===== src/rtl/wb_param_cntr_if.sv =====
// wb_param_cntr_if: Wishbone slave bus bundle for wb_param_cntr.
interface wb_param_cntr_if;
   logic        wbs_stb_i;
   logic        wbs_cyc_i;
   logic        wbs_we_i;
   logic [3:0]  wbs_sel_i;
   logic [31:0] wbs_adr_i;
   logic [31:0] wbs_dat_i;
   logic        wbs_ack_o;
   logic [31:0] wbs_dat_o;

   modport master (
      output wbs_stb_i, wbs_cyc_i, wbs_we_i, wbs_sel_i, wbs_adr_i, wbs_dat_i,
      input  wbs_ack_o, wbs_dat_o
   );

   modport slave (
      input  wbs_stb_i, wbs_cyc_i, wbs_we_i, wbs_sel_i, wbs_adr_i, wbs_dat_i,
      output wbs_ack_o, wbs_dat_o
   );
endinterface


===== src/rtl/wb_param_cntr.sv =====
// wb_param_cntr: Wishbone-programmable up/down counter with wrap/saturate,
// reload, compare match, sticky status and a level interrupt.
// Optional 8-bit tick prescaler: define WB_PARAM_CNTR_PRESCALER_EN.
module wb_param_cntr #(
   parameter int unsigned WIDTH    = 32,
   parameter int unsigned OUT_BITS = 4
) (
   input  logic                wb_clk_i,
   input  logic                wb_rst_ni,
   wb_param_cntr_if.slave      bus,
   output logic [OUT_BITS-1:0] cnt_o,
   output logic [OUT_BITS-1:0] cnt_oeb_o,
   output logic                irq_o
);
   localparam int unsigned    BUS_W  = 32;
   localparam logic [WIDTH-1:0] ONES = '1;
   localparam logic [2:0]     A_CTRL = 3'd0;
   localparam logic [2:0]     A_LOAD = 3'd1;
   localparam logic [2:0]     A_CMP  = 3'd2;
   localparam logic [2:0]     A_CNT  = 3'd3;
   localparam logic [2:0]     A_STAT = 3'd4;

   // byte-lane merge of write data over an existing register image
   function automatic logic [BUS_W-1:0] byte_merge(input logic [BUS_W-1:0] old,
                                                   input logic [BUS_W-1:0] wdat,
                                                   input logic [3:0]       be);
      logic [BUS_W-1:0] res;
      for (int b = 0; b < 4; b++) res[8*b +: 8] = be[b] ? wdat[8*b +: 8] : old[8*b +: 8];
      return res;
   endfunction

   logic             en_q, dir_q, mode_q, irq_en_q;
   logic             en_d, dir_d, mode_d, irq_en_d;
   logic [WIDTH-1:0] load_q, cmp_q, count_q;
   logic [WIDTH-1:0] load_d, cmp_d, count_d;
   logic             match_q, ovf_q, irq_q, ack_q;
   logic             match_d, ovf_d, irq_d, ack_d;
   logic [BUS_W-1:0] dat_q, dat_d, rd_word;
   logic             match_set, ovf_set;
   logic [7:0]       pre_rd;

   logic       req, wr;
   logic [2:0] idx;
   logic       load_stb, w1c_match, w1c_ovf, tick, at_term;
   logic       unused_bits;

   assign req       = bus.wbs_stb_i & bus.wbs_cyc_i & ~ack_q;
   assign wr        = req & bus.wbs_we_i;
   assign idx       = bus.wbs_adr_i[4:2];
   assign load_stb  = wr & (idx == A_CTRL) & bus.wbs_sel_i[0] & bus.wbs_dat_i[4];
   assign w1c_match = wr & (idx == A_STAT) & bus.wbs_sel_i[0] & bus.wbs_dat_i[0];
   assign w1c_ovf   = wr & (idx == A_STAT) & bus.wbs_sel_i[0] & bus.wbs_dat_i[1];
   assign at_term   = dir_q ? (count_q == '0) : (count_q == ONES);
   assign unused_bits = ^{bus.wbs_adr_i[31:5], bus.wbs_adr_i[1:0]};

`ifdef WB_PARAM_CNTR_PRESCALER_EN
   logic [7:0] pre_q, pre_d, psc_q, psc_d;
   assign tick   = en_q & (psc_q == pre_q);
   assign pre_rd = pre_q;

   // prescaler: cleared while disabled or on reload, restarts after each tick
   always_comb begin
      psc_d = psc_q + 8'd1;
      if (!en_q || load_stb || (psc_q == pre_q)) psc_d = 8'd0;
   end
`else
   assign tick   = en_q;
   assign pre_rd = 8'h00;
`endif

   // register read mux
   always_comb begin
      rd_word = '0;
      case (idx)
         A_CTRL:  rd_word = {16'h0, pre_rd, 4'h0, irq_en_q, mode_q, dir_q, en_q};
         A_LOAD:  rd_word = BUS_W'(load_q);
         A_CMP:   rd_word = BUS_W'(cmp_q);
         A_CNT:   rd_word = BUS_W'(count_q);
         A_STAT:  rd_word = {30'h0, ovf_q, match_q};
         default: rd_word = '0;
      endcase
   end

   // next-state: register writes, counter step, sticky status, bus response
   always_comb begin
      en_d      = en_q;
      dir_d     = dir_q;
      mode_d    = mode_q;
      irq_en_d  = irq_en_q;
      load_d    = load_q;
      cmp_d     = cmp_q;
      count_d   = count_q;
      match_set = 1'b0;
      ovf_set   = 1'b0;
`ifdef WB_PARAM_CNTR_PRESCALER_EN
      pre_d     = pre_q;
`endif

      if (wr) begin
         case (idx)
            A_CTRL: begin
               if (bus.wbs_sel_i[0]) {irq_en_d, mode_d, dir_d, en_d} = bus.wbs_dat_i[3:0];
`ifdef WB_PARAM_CNTR_PRESCALER_EN
               if (bus.wbs_sel_i[1]) pre_d = bus.wbs_dat_i[15:8];
`endif
            end
            A_LOAD:  load_d = WIDTH'(byte_merge(BUS_W'(load_q), bus.wbs_dat_i, bus.wbs_sel_i));
            A_CMP:   cmp_d  = WIDTH'(byte_merge(BUS_W'(cmp_q), bus.wbs_dat_i, bus.wbs_sel_i));
            default: ;
         endcase
      end

      // reload strobe uses the pre-write LOAD and beats a same-cycle tick
      if (load_stb) begin
         count_d = load_q;
      end else if (tick) begin
         if (at_term) begin
            ovf_set = 1'b1;
            if (!mode_q) count_d = load_q;
         end else if (dir_q) begin
            count_d = count_q - WIDTH'(1);
         end else begin
            count_d = count_q + WIDTH'(1);
         end
         match_set = (count_d == cmp_q);
      end

      match_d = match_set | (match_q & ~w1c_match);
      ovf_d   = ovf_set | (ovf_q & ~w1c_ovf);
      irq_d   = irq_en_d & (match_d | ovf_d);
      ack_d   = req;
      dat_d   = (req & ~bus.wbs_we_i) ? rd_word : '0;
   end

   // state registers
   always_ff @(posedge wb_clk_i or negedge wb_rst_ni) begin
      if (!wb_rst_ni) begin
         en_q     <= 1'b0;
         dir_q    <= 1'b0;
         mode_q   <= 1'b0;
         irq_en_q <= 1'b0;
         load_q   <= '0;
         cmp_q    <= ONES;
         count_q  <= '0;
         match_q  <= 1'b0;
         ovf_q    <= 1'b0;
         irq_q    <= 1'b0;
         ack_q    <= 1'b0;
         dat_q    <= '0;
`ifdef WB_PARAM_CNTR_PRESCALER_EN
         pre_q    <= 8'd0;
         psc_q    <= 8'd0;
`endif
      end else begin
         en_q     <= en_d;
         dir_q    <= dir_d;
         mode_q   <= mode_d;
         irq_en_q <= irq_en_d;
         load_q   <= load_d;
         cmp_q    <= cmp_d;
         count_q  <= count_d;
         match_q  <= match_d;
         ovf_q    <= ovf_d;
         irq_q    <= irq_d;
         ack_q    <= ack_d;
         dat_q    <= dat_d;
`ifdef WB_PARAM_CNTR_PRESCALER_EN
         pre_q    <= pre_d;
         psc_q    <= psc_d;
`endif
      end
   end

   assign bus.wbs_ack_o = ack_q;
   assign bus.wbs_dat_o = dat_q;
   assign cnt_o         = count_q[OUT_BITS-1:0];
   assign cnt_oeb_o     = '0;
   assign irq_o         = irq_q;
endmodule


===== src/flat_wrapper.sv =====
// flat-port wrapper written by rule: the top's interface ports become plain ports
module wb_param_cntr_flat 
#(
   parameter int unsigned WIDTH    = 32,
   parameter int unsigned OUT_BITS = 4
)
  (wb_clk_i, wb_rst_ni, cnt_o, cnt_oeb_o, irq_o, bus_wbs_stb_i, bus_wbs_cyc_i, bus_wbs_we_i, bus_wbs_sel_i, bus_wbs_adr_i, bus_wbs_dat_i, bus_wbs_ack_o, bus_wbs_dat_o);
  wb_param_cntr_if bus_i ();
  input  logic wb_clk_i;
  input  logic wb_rst_ni;
  output logic [OUT_BITS-1:0] cnt_o;
  output logic [OUT_BITS-1:0] cnt_oeb_o;
  output logic irq_o;
  input wire logic [$bits(bus_i.wbs_stb_i)-1:0] bus_wbs_stb_i;
  input wire logic [$bits(bus_i.wbs_cyc_i)-1:0] bus_wbs_cyc_i;
  input wire logic [$bits(bus_i.wbs_we_i)-1:0] bus_wbs_we_i;
  input wire logic [$bits(bus_i.wbs_sel_i)-1:0] bus_wbs_sel_i;
  input wire logic [$bits(bus_i.wbs_adr_i)-1:0] bus_wbs_adr_i;
  input wire logic [$bits(bus_i.wbs_dat_i)-1:0] bus_wbs_dat_i;
  output wire logic [$bits(bus_i.wbs_ack_o)-1:0] bus_wbs_ack_o;
  output wire logic [$bits(bus_i.wbs_dat_o)-1:0] bus_wbs_dat_o;
  assign bus_i.wbs_stb_i = bus_wbs_stb_i;
  assign bus_i.wbs_cyc_i = bus_wbs_cyc_i;
  assign bus_i.wbs_we_i = bus_wbs_we_i;
  assign bus_i.wbs_sel_i = bus_wbs_sel_i;
  assign bus_i.wbs_adr_i = bus_wbs_adr_i;
  assign bus_i.wbs_dat_i = bus_wbs_dat_i;
  assign bus_wbs_ack_o = bus_i.wbs_ack_o;
  assign bus_wbs_dat_o = bus_i.wbs_dat_o;
  wb_param_cntr #(.WIDTH(WIDTH), .OUT_BITS(OUT_BITS)) u_core (.wb_clk_i(wb_clk_i), .wb_rst_ni(wb_rst_ni), .bus(bus_i), .cnt_o(cnt_o), .cnt_oeb_o(cnt_oeb_o), .irq_o(irq_o));
endmodule

===== config.mk =====
export PLATFORM = sky130hd
export DESIGN_NAME = wb_param_cntr_flat
export DESIGN_NICKNAME = d
export VERILOG_FILES = /design/src/rtl/wb_param_cntr_if.sv /design/src/rtl/wb_param_cntr.sv /design/src/flat_wrapper.sv
export SDC_FILE = /design/constraint.sdc
export NUM_CORES = 1
export LEC_CHECK = 0
export ABC_CLOCK_PERIOD_IN_PS = 3700
export BUFFER_PORTS_ARGS = -buffer_cell sky130_fd_sc_hd__buf_2
export CORE_MARGIN = 4
export CORE_UTILIZATION = 54
export DETAILED_ROUTE_END_ITERATION = 10
export HOLD_SLACK_MARGIN = 0.05
export MAX_ROUTING_LAYER = met4
export PLACE_DENSITY = 0.78
export SETUP_SLACK_MARGIN = 0.4
export SYNTH_ARGS = -nofsm -noshare
export SYNTH_HDL_FRONTEND = slang
export SYNTH_SLANG_ARGS = --single-unit

===== constraint.sdc =====
create_clock -name wb_clk_i -period 3.7 [get_ports wb_clk_i]
set_input_delay 0.74 -clock wb_clk_i [delete_from_list [all_inputs] [get_ports wb_clk_i]]
set_output_delay 0.74 -clock wb_clk_i [all_outputs]
set_load 0.05 [all_outputs]

==> impl_metrics.py, run 1 <==
metrics = {
    "run_status": {
        "outcome": "complete, no violations",
    },
    "power": {
        "p_int_uw": 5120,
        "p_total_uw": 8910,
        "peakVddDrop_mv": 0.616,
        "p_switching_uw": 3790,
        "powerDensity_nw_per_um2": 732,
        "clockPowerShare_pct": 20.1,
        "leakagePower_uw": 0.00540,
        "pwr-share-seq_pct": 24.4,
        "switching_share_pct": 42.5,
        "comb_power_share_pct": 55.5,
    },
    "logic_synthesis": {
        "ys_types": 72,
        "synth_top_cell_by_area": "dfrtp_1",
        "syn-mean-instance-area_sq_um": 9.24,
        "synth-edff-count": 0,
        "synth_warnings": 0,
        "async_flop_share_pct": 100,
        "yosysMostFrequentCell": "mux2_2",
        "ys_top_cells_by_area": "dfrtp_1, mux2_2, dfstp_2",
        "syn_area_sq_um": 9880,
        "synth_cells": 1069,
        "yosys.area.top_type_share_pct": 26.3,
        "synth_flop_cell": "dfrtp_1",
        "yosys-top-cells-count": "mux2_2, dfrtp_1, nand2_1, o21ai_0, nor2_1",
        "ys_seq_area_share_pct": 34.8,
        "ys_seq_elements": 136,
    },
    "place": {
        "portBuffers": 81,
        "place_hpwl_um": 23200,
        "gp_congestion": 1.03,
        "numPlacedInstances": 1423,
        "placed_area_sq_um": 11200,
        "pre_cts_ws_ns": -0.0554,
    },
    "timing": {
        "hold_viol_final": 0,
        "fin_worst_skew_ns": 0.0114,
        "setup_violations": 0,
        "worst_pin_slew_ns": 0.797,
        "period_minus_slack_ns": 3.55,
        "final_max_slew_viol_count": 0,
        "slew_headroom_pct": 46.8,
        "rsz0062_at_grt": "true",
        "timing.final.crit_share_pct": 96.0,
        "fmax_ghz": 0.282,
        "setup_ws_ns": 0.150,
    },
    "setup_path": {
        "end_kind": "register",
        "worstPathArrival_ns": 3.90,
        "rr_endpoint": "u_core.match_q$_DFF_PN0_",
        "crit_start": "u_core.dir_q$_DFFE_PN0P_",
        "rr_worst_depth": 14,
        "crit_end": "u_core.match_q$_DFF_PN0_",
        "critical_path_class": "register to register",
        "r2r_setup_slack_ns": 0.15,
        "start_kind": "register",
        "r2r_start": "u_core.dir_q$_DFFE_PN0P_",
        "crit_path_max_fanout": 18,
        "required_ns": 4.05,
    },
    "detailed_routing": {
        "highest_layer": "met4",
        "drt-initial-drc-count": 772,
        "vias_per_cell": 6.38,
        "route.met2.wl_um": 14500,
        "drc": 0,
        "antenna_left": 0,
        "route.met3.wl_um": 2380,
        "postRouteWirelength_um": 31400,
        "dr.pass1.iters": 6,
        "met1_length_um": 13500,
        "avgRoutedWirePerCell_um": 21.4,
        "vias": 9357,
    },
    "grt": {
        "grt_use_total_pct": 32.0,
        "first_global_vias": 9100,
        "grt_antenna_before_repair": 1,
        "grt_start_max_net_pins": 66,
        "overflow": 0,
        "grt_pass1_wl_um": 49700,
    },
    "cts": {
        "cts_root_buffer": "clkbuf_16",
        "cts_hold_buf": 0,
        "clkSlewWorstSetupHoldPaths_ns": 0.06,
        "cts_buffers": 17,
        "cts.sinks": 136,
        "cts_max_path_buffers": 2,
        "insertion_delay_ns": 0.43,
        "tritoncts": "built",
        "cts_max_level": 4,
    },
    "die": {
        "rows": 49,
        "initial_core_util_pct": 55.0,
        "pin_count": 115,
        "die_y_um": 143,
        "core-area_sq_um": 18000,
        "dieArea_sq_um": 20500,
        "die_width_um": 143,
    },
    "cells_and_area": {
        "drive_gt1_share_pct": 35.5,
        "area_growth_pct": 23.1,
        "final_nets": 1328,
        "fillers": 1462,
        "stdcell_area_sq_um": 12200,
        "stdcell_count": 1467,
    },
    "worst_hold_path": {
        "min_path_type": "input pin to async pin",
    },
    "run": {
        "maxCapViolations": 0,
    },
}
==> per-stage QoR <==
stage	util (%)	TNS (ns)	hold WS [ns]
floorplan	-	0	0.444
global placement	62.3	-0.0616	0.504
detailed placement	62.3	-0.0928	0.502
CTS	66.6	0	0.326
global route	67.7	0	0.346
finish	67.7	0	0.289
==> metal layers <==
| metal | vias to the layer above | GRT usage (%) |
|---|---|---|
| met5 | - | - |
| met4 | 0 | 11.0 |
| met3 | 66 | 7.43 |
| met2 | 393 | 49.0 |
| met1 | 4585 | 41.9 |
| li1 | 4313 | - |
==> layout by cell type, fill, tap and decap left out, types with 9 or more instances in the layout <==
| master | Yosys | final |
|---|---|---|
| o211ai_1 | 18 | 18 |
| nand3_1 | 26 | 26 |
| buf_2 | 5 | 80 |
| o21ai_0 | 83 | 73 |
| o22ai_1 | 11 | 11 |
| o21ai_1 | 1 | 9 |
| a21oi_1 | 52 | 43 |
| nor4_1 | 17 | 11 |
| mux2i_1 | 41 | 39 |
| buf_4 | 9 | 114 |
| nor3_1 | 23 | 20 |
| clkbuf_16 | 0 | 17 |
| xor2_1 | 21 | 20 |
| a21o_1 | 14 | 14 |
| nor2_1 | 71 | 69 |
| a21oi_2 | 0 | 9 |
| xnor2_1 | 20 | 19 |
| mux2_2 | 105 | 105 |
| inv_1 | 14 | 14 |
| nand2_1 | 90 | 88 |
| nor2b_1 | 14 | 13 |
| dfstp_2 | 32 | 32 |
| ha_1 | 30 | 25 |
| a22oi_1 | 29 | 29 |
| dfrtp_1 | 104 | 101 |
| nand4_1 | 27 | 27 |
==> power groups by stage <==
| stage | logic (uW) | clock network (uW) | registers [uW] |
|---|---|---|---|
| 3_3_place_gp | 4370 | 0 | 2140 |
| 2_1_floorplan | 2970 | 0 | 2080 |
| 5_1_grt | 5350 | 1860 | 2200 |
| 3_5_place_dp | 4430 | 0 | 2150 |
| 4_1_cts | 4630 | 1800 | 2150 |
| 6_report | 4950 | 1790 | 2170 |
==> how the worst min path moves through the flow <==
stage / startpoint / endpoint / cells past startpoint
floorplan: wb_rst_ni / u_core.bus.wbs_ack_o$_DFF_PN0_ / 0
CTS: wb_rst_ni / u_core.load_q[17]$_DFFE_PN0P_ / 1
global placement: u_core.cmp_q[4]$_DFFE_PN1P_ / u_core.cmp_q[4]$_DFFE_PN1P_ / 2
global route: wb_rst_ni / u_core.load_q[17]$_DFFE_PN0P_ / 1
finish: wb_rst_ni / u_core.bus.wbs_dat_o[16]$_DFF_PN0_ / 1
detailed placement: u_core.load_q[14]$_DFFE_PN0P_ / u_core.count_q[14]$_DFFE_PN0P_ / 2
==> critical path, stage by stage, from the launching register on <==
cell and delay [ns]:
dfrtp_2 0.46, buf_12 0.18, ha_1 0.33, nand4_1 0.13
nor3_1 0.21, buf_4 0.17, nand2_1 0.07, and3b_1 0.22
or3_4 0.34, a311oi_2 0.24, nand4_1 0.22, nor4b_2 0.36
buf_4 0.18, nand4_1 0.16, o21ai_1 0.18
==> flip-flops by register name, indices dropped and copies added (netlist names), 32 cells and up <==
signal,flops
u_core.bus.wbs_dat_o,32
u_core.cmp_q,32
u_core.count_q,32
u_core.load_q,32
==> cell type report <==
type / count / area, sq um / area share [%]
clock buffers: 19 / 443 / 3.64
well taps: 229 / 287 / 2.35
clock inverters: 13 / 168 / 1.38
repair buffers: 204 / 1420 / 11.7
inverters: 14 / 52.6 / 0.432
diodes: 1 / 2.50 / 0.0206
flip-flops and latches: 136 / 3450 / 28.3
multi-input cells: 851 / 6350 / 52.2
==> cells by family (layout without fill, tap and decap cells) <==
group,count (synthesis),in the layout,synth area share [%]
AO/OA/AOI/OAI,294,294,19.4
AND/OR/NAND/NOR,330,330,16.9
buffers and inverters,85,250,3.86
other,1,5,0.0379
flip-flops,136,136,34.8
XOR/XNOR,44,44,4.32
adder cells (fa/ha/maj),31,31,4.00
multiplexers,148,148,16.6
==> what timing repair did <==
| item | 4_1_cts | 5_1_grt |
|---|---|---|
| endpoints found under the setup margin | 4 | 5 |
| pin swaps | 12 | 16 |
| setup buffers | 5 | 6 |
| resized for setup | 33 | 33 |
(Power assumes the default switching activity.)
==> inputs of run 2 (changes only) <==
ABC_CLOCK_PERIOD_IN_PS = 3600   (was 3700)
CORE_UTILIZATION = 57   (was 54)
clock period = 3.6 ns   (was 3.7 ns; I/O delays follow)
==> run 2 against run 1 <==
Net effect: the run now ends with setup timing left; fmax down 5.5%; core utilization is 7.4 points higher; global-route usage increased by 1.3 points; hold slack improved by 0.030 ns; clock power is essentially flat; first-iteration DRC count increased by 6.2%; combinational power increased by 10%; register-to-register slack got worse by 0.31 ns; critical path depth did not move; wire length rose by 4.5%; clock skew rose by 0.00051 ns; critical path type unchanged; critical endpoint unchanged.
==> impl_metrics.py, run 2 (synthesized netlist as in run 1, its figures left out) <==
metrics = {
    "grt": {
        "grt_use_total_pct": 33.3,
        "grt_start_max_net_pins": 74,
        "grt_antenna_before_repair": 0,
        "overflow": 0,
        "grt_pass1_wl_um": 50200,
        "first_global_vias": 9627,
    },
    "cells_and_area": {
        "drive_gt1_share_pct": 38.8,
        "fillers": 1197,
        "stdcell_area_sq_um": 12600,
        "final_cell_mix": "buf_4, mux2_2, dfrtp_1, nand2_1, buf_2",
        "final_common_cell": "buf_4",
        "area_growth_pct": 27.4,
        "antenna_cells": 0,
        "final_nets": 1371,
    },
    "timing": {
        "fmax_ghz": 0.266,
        "final_max_slew_viol_count": 0,
        "setup_violations": 2,
        "period_minus_slack_ns": 3.76,
        "rsz0062_at_grt": "true",
        "setup_ws_ns": -0.156,
        "worst_pin_slew_ns": 0.831,
        "slew_headroom_pct": 44.6,
        "holdWs_ns": 0.319,
        "hold_viol_final": 0,
        "fin_tns_setup_ns": -0.302,
        "fin_worst_skew_ns": 0.0119,
        "timing.final.crit_share_pct": 104,
    },
    "detailed_routing": {
        "antenna_left": 0,
        "drc": 0,
        "avgRoutedWirePerCell_um": 21.9,
        "vias": 9767,
        "vias_per_cell": 6.51,
        "postRouteWirelength_um": 32800,
        "dr.pass1.iters": 6,
        "drt-initial-drc-count": 820,
    },
    "power": {
        "powerDensity_nw_per_um2": 753,
        "leakagePower_uw": 0.00560,
        "peakVddDrop_mv": 0.489,
        "p_total_uw": 9480,
    },
    "cts": {
        "cts_hold_buf": 0,
        "cts_max_level": 4,
        "clkSlewWorstSetupHoldPaths_ns": 0.07,
        "tritoncts": "built",
        "insertion_delay_ns": 0.43,
        "cts_root_buffer": "clkbuf_16",
        "cts_max_path_buffers": 2,
        "cts_buffers": 17,
        "cts.sinks": 136,
    },
    "run_status": {
        "failed_checks": "setup timing",
        "outcome": "finished with violations",
    },
    "setup_path": {
        "cp_slowest_stage_delay_ns": 0.55,
        "crit_chain": "buf_6, ha_4, o211ai_1, o211ai_1, buf_4, nand4b_1, o211ai_1, mux2i_2, mux2i_1, o211ai_1, nor4_2, buf_4, nand4_1, o21ai_1",
        "critical_path_class": "register to register",
        "crit_path_max_fanout": 8,
        "r2r_setup_slack_ns": -0.16,
        "critPathTopFamily": "compound AO/OA/AOI/OAI gates",
        "worstPathArrival_ns": 4.11,
        "end_kind": "register",
        "slowest_stage": "dfrtp_4",
        "crit_cells": 14,
        "start_kind": "register",
        "rr_worst_depth": 14,
        "cp_num_buf_inv": 3,
        "required_ns": 3.95,
        "crit_top_cell": "o211ai_1",
    },
    "die": {
        "pin_count": 115,
        "dieArea_sq_um": 19500,
        "rows": 47,
        "initial_core_util_pct": 59.0,
        "die_width_um": 140,
        "core-area_sq_um": 16800,
        "die_y_um": 140,
    },
    "place": {
        "portBuffers": 81,
        "placed_area_sq_um": 11400,
        "place_hpwl_um": 23400,
        "pre_cts_ws_ns": -0.151,
        "gp_congestion": 0.993,
    },
    "run": {
        "maxCapViolations": 0,
    },
    "worst_hold_path": {
        "min_path_type": "input pin to async pin",
    },
}
## run 2: cell count changes in the layout (fill, tap and decap cells not counted), moves of 5 or more
cell	delta
buf_6	+5
a211oi_2	-5
ha_1	-11
buf_4	+37
ha_4	+10
## run 2: where the power goes
| group | switching [uW] | total [uW] | internal [uW] |
|---|---|---|---|
| combinational | 2870 | 5450 | 2580 |
| sequential | 431 | 2260 | 1830 |
| clock | 726 | 1770 | 1050 |
## run 2: per-layer routing
metal  part of all wire (%)  vias to the layer above  GRT usage (%)  wire [um]
met5                      0                        -              -          0
met4                    4.3                        0           13.6       1430
met3                    8.4                      110           7.34       2740
met2                     47                      502           52.4      15400
met1                     40                     4771           41.8      13200
li1                       -                     4384              -          -
## run 2: repair_timing
action                     4_1_cts  5_1_grt
setup endpoints to repair        5       18
hold endpoints to repair         0        0
buffers inserted                 5        9
pin swaps                       11       25
gates resized for setup         29       62
gates cloned                     0        1
## run 2: path summary, 6_finish.rpt
kind                                             startpoint                            end
worst max-delay path               u_core.dir_q$_DFFE_PN0P_       u_core.match_q$_DFF_PN0_
worst min-delay path                              wb_rst_ni  u_core.load_q[17]$_DFFE_PN0P_
worst max register to register     u_core.dir_q$_DFFE_PN0P_       u_core.match_q$_DFF_PN0_
worst min register to register  u_core.cmp_q[4]$_DFFE_PN1P_    u_core.cmp_q[4]$_DFFE_PN1P_
max in group asynchronous                         wb_rst_ni   u_core.cmp_q[15]$_DFFE_PN1P_
min in group wb_clk_i           u_core.cmp_q[4]$_DFFE_PN1P_    u_core.cmp_q[4]$_DFFE_PN1P_
## run 2: cell type report
cell class                 count  area [sq um]  share of cell area [%]
timing repair buffer         247          1750                    13.9
sequential                   136          3450                    27.4
clock inverter                13           146                    1.16
inverter                      14          52.6                   0.417
clock buffer                  19           443                    3.52
multi-input combinational    851          6480                    51.5
tap                          220           275                    2.19
## run 2: stage by stage
| step | util [%] | instances |
|---|---|---|
| after floorplan | - | 1072 |
| after global placement | 68.3 | 1453 |
| after detailed placement | 68.3 | 1453 |
| after CTS | 73.0 | 1490 |
| after global routing | 75.1 | 1500 |
| final | 75.1 | 1500 |
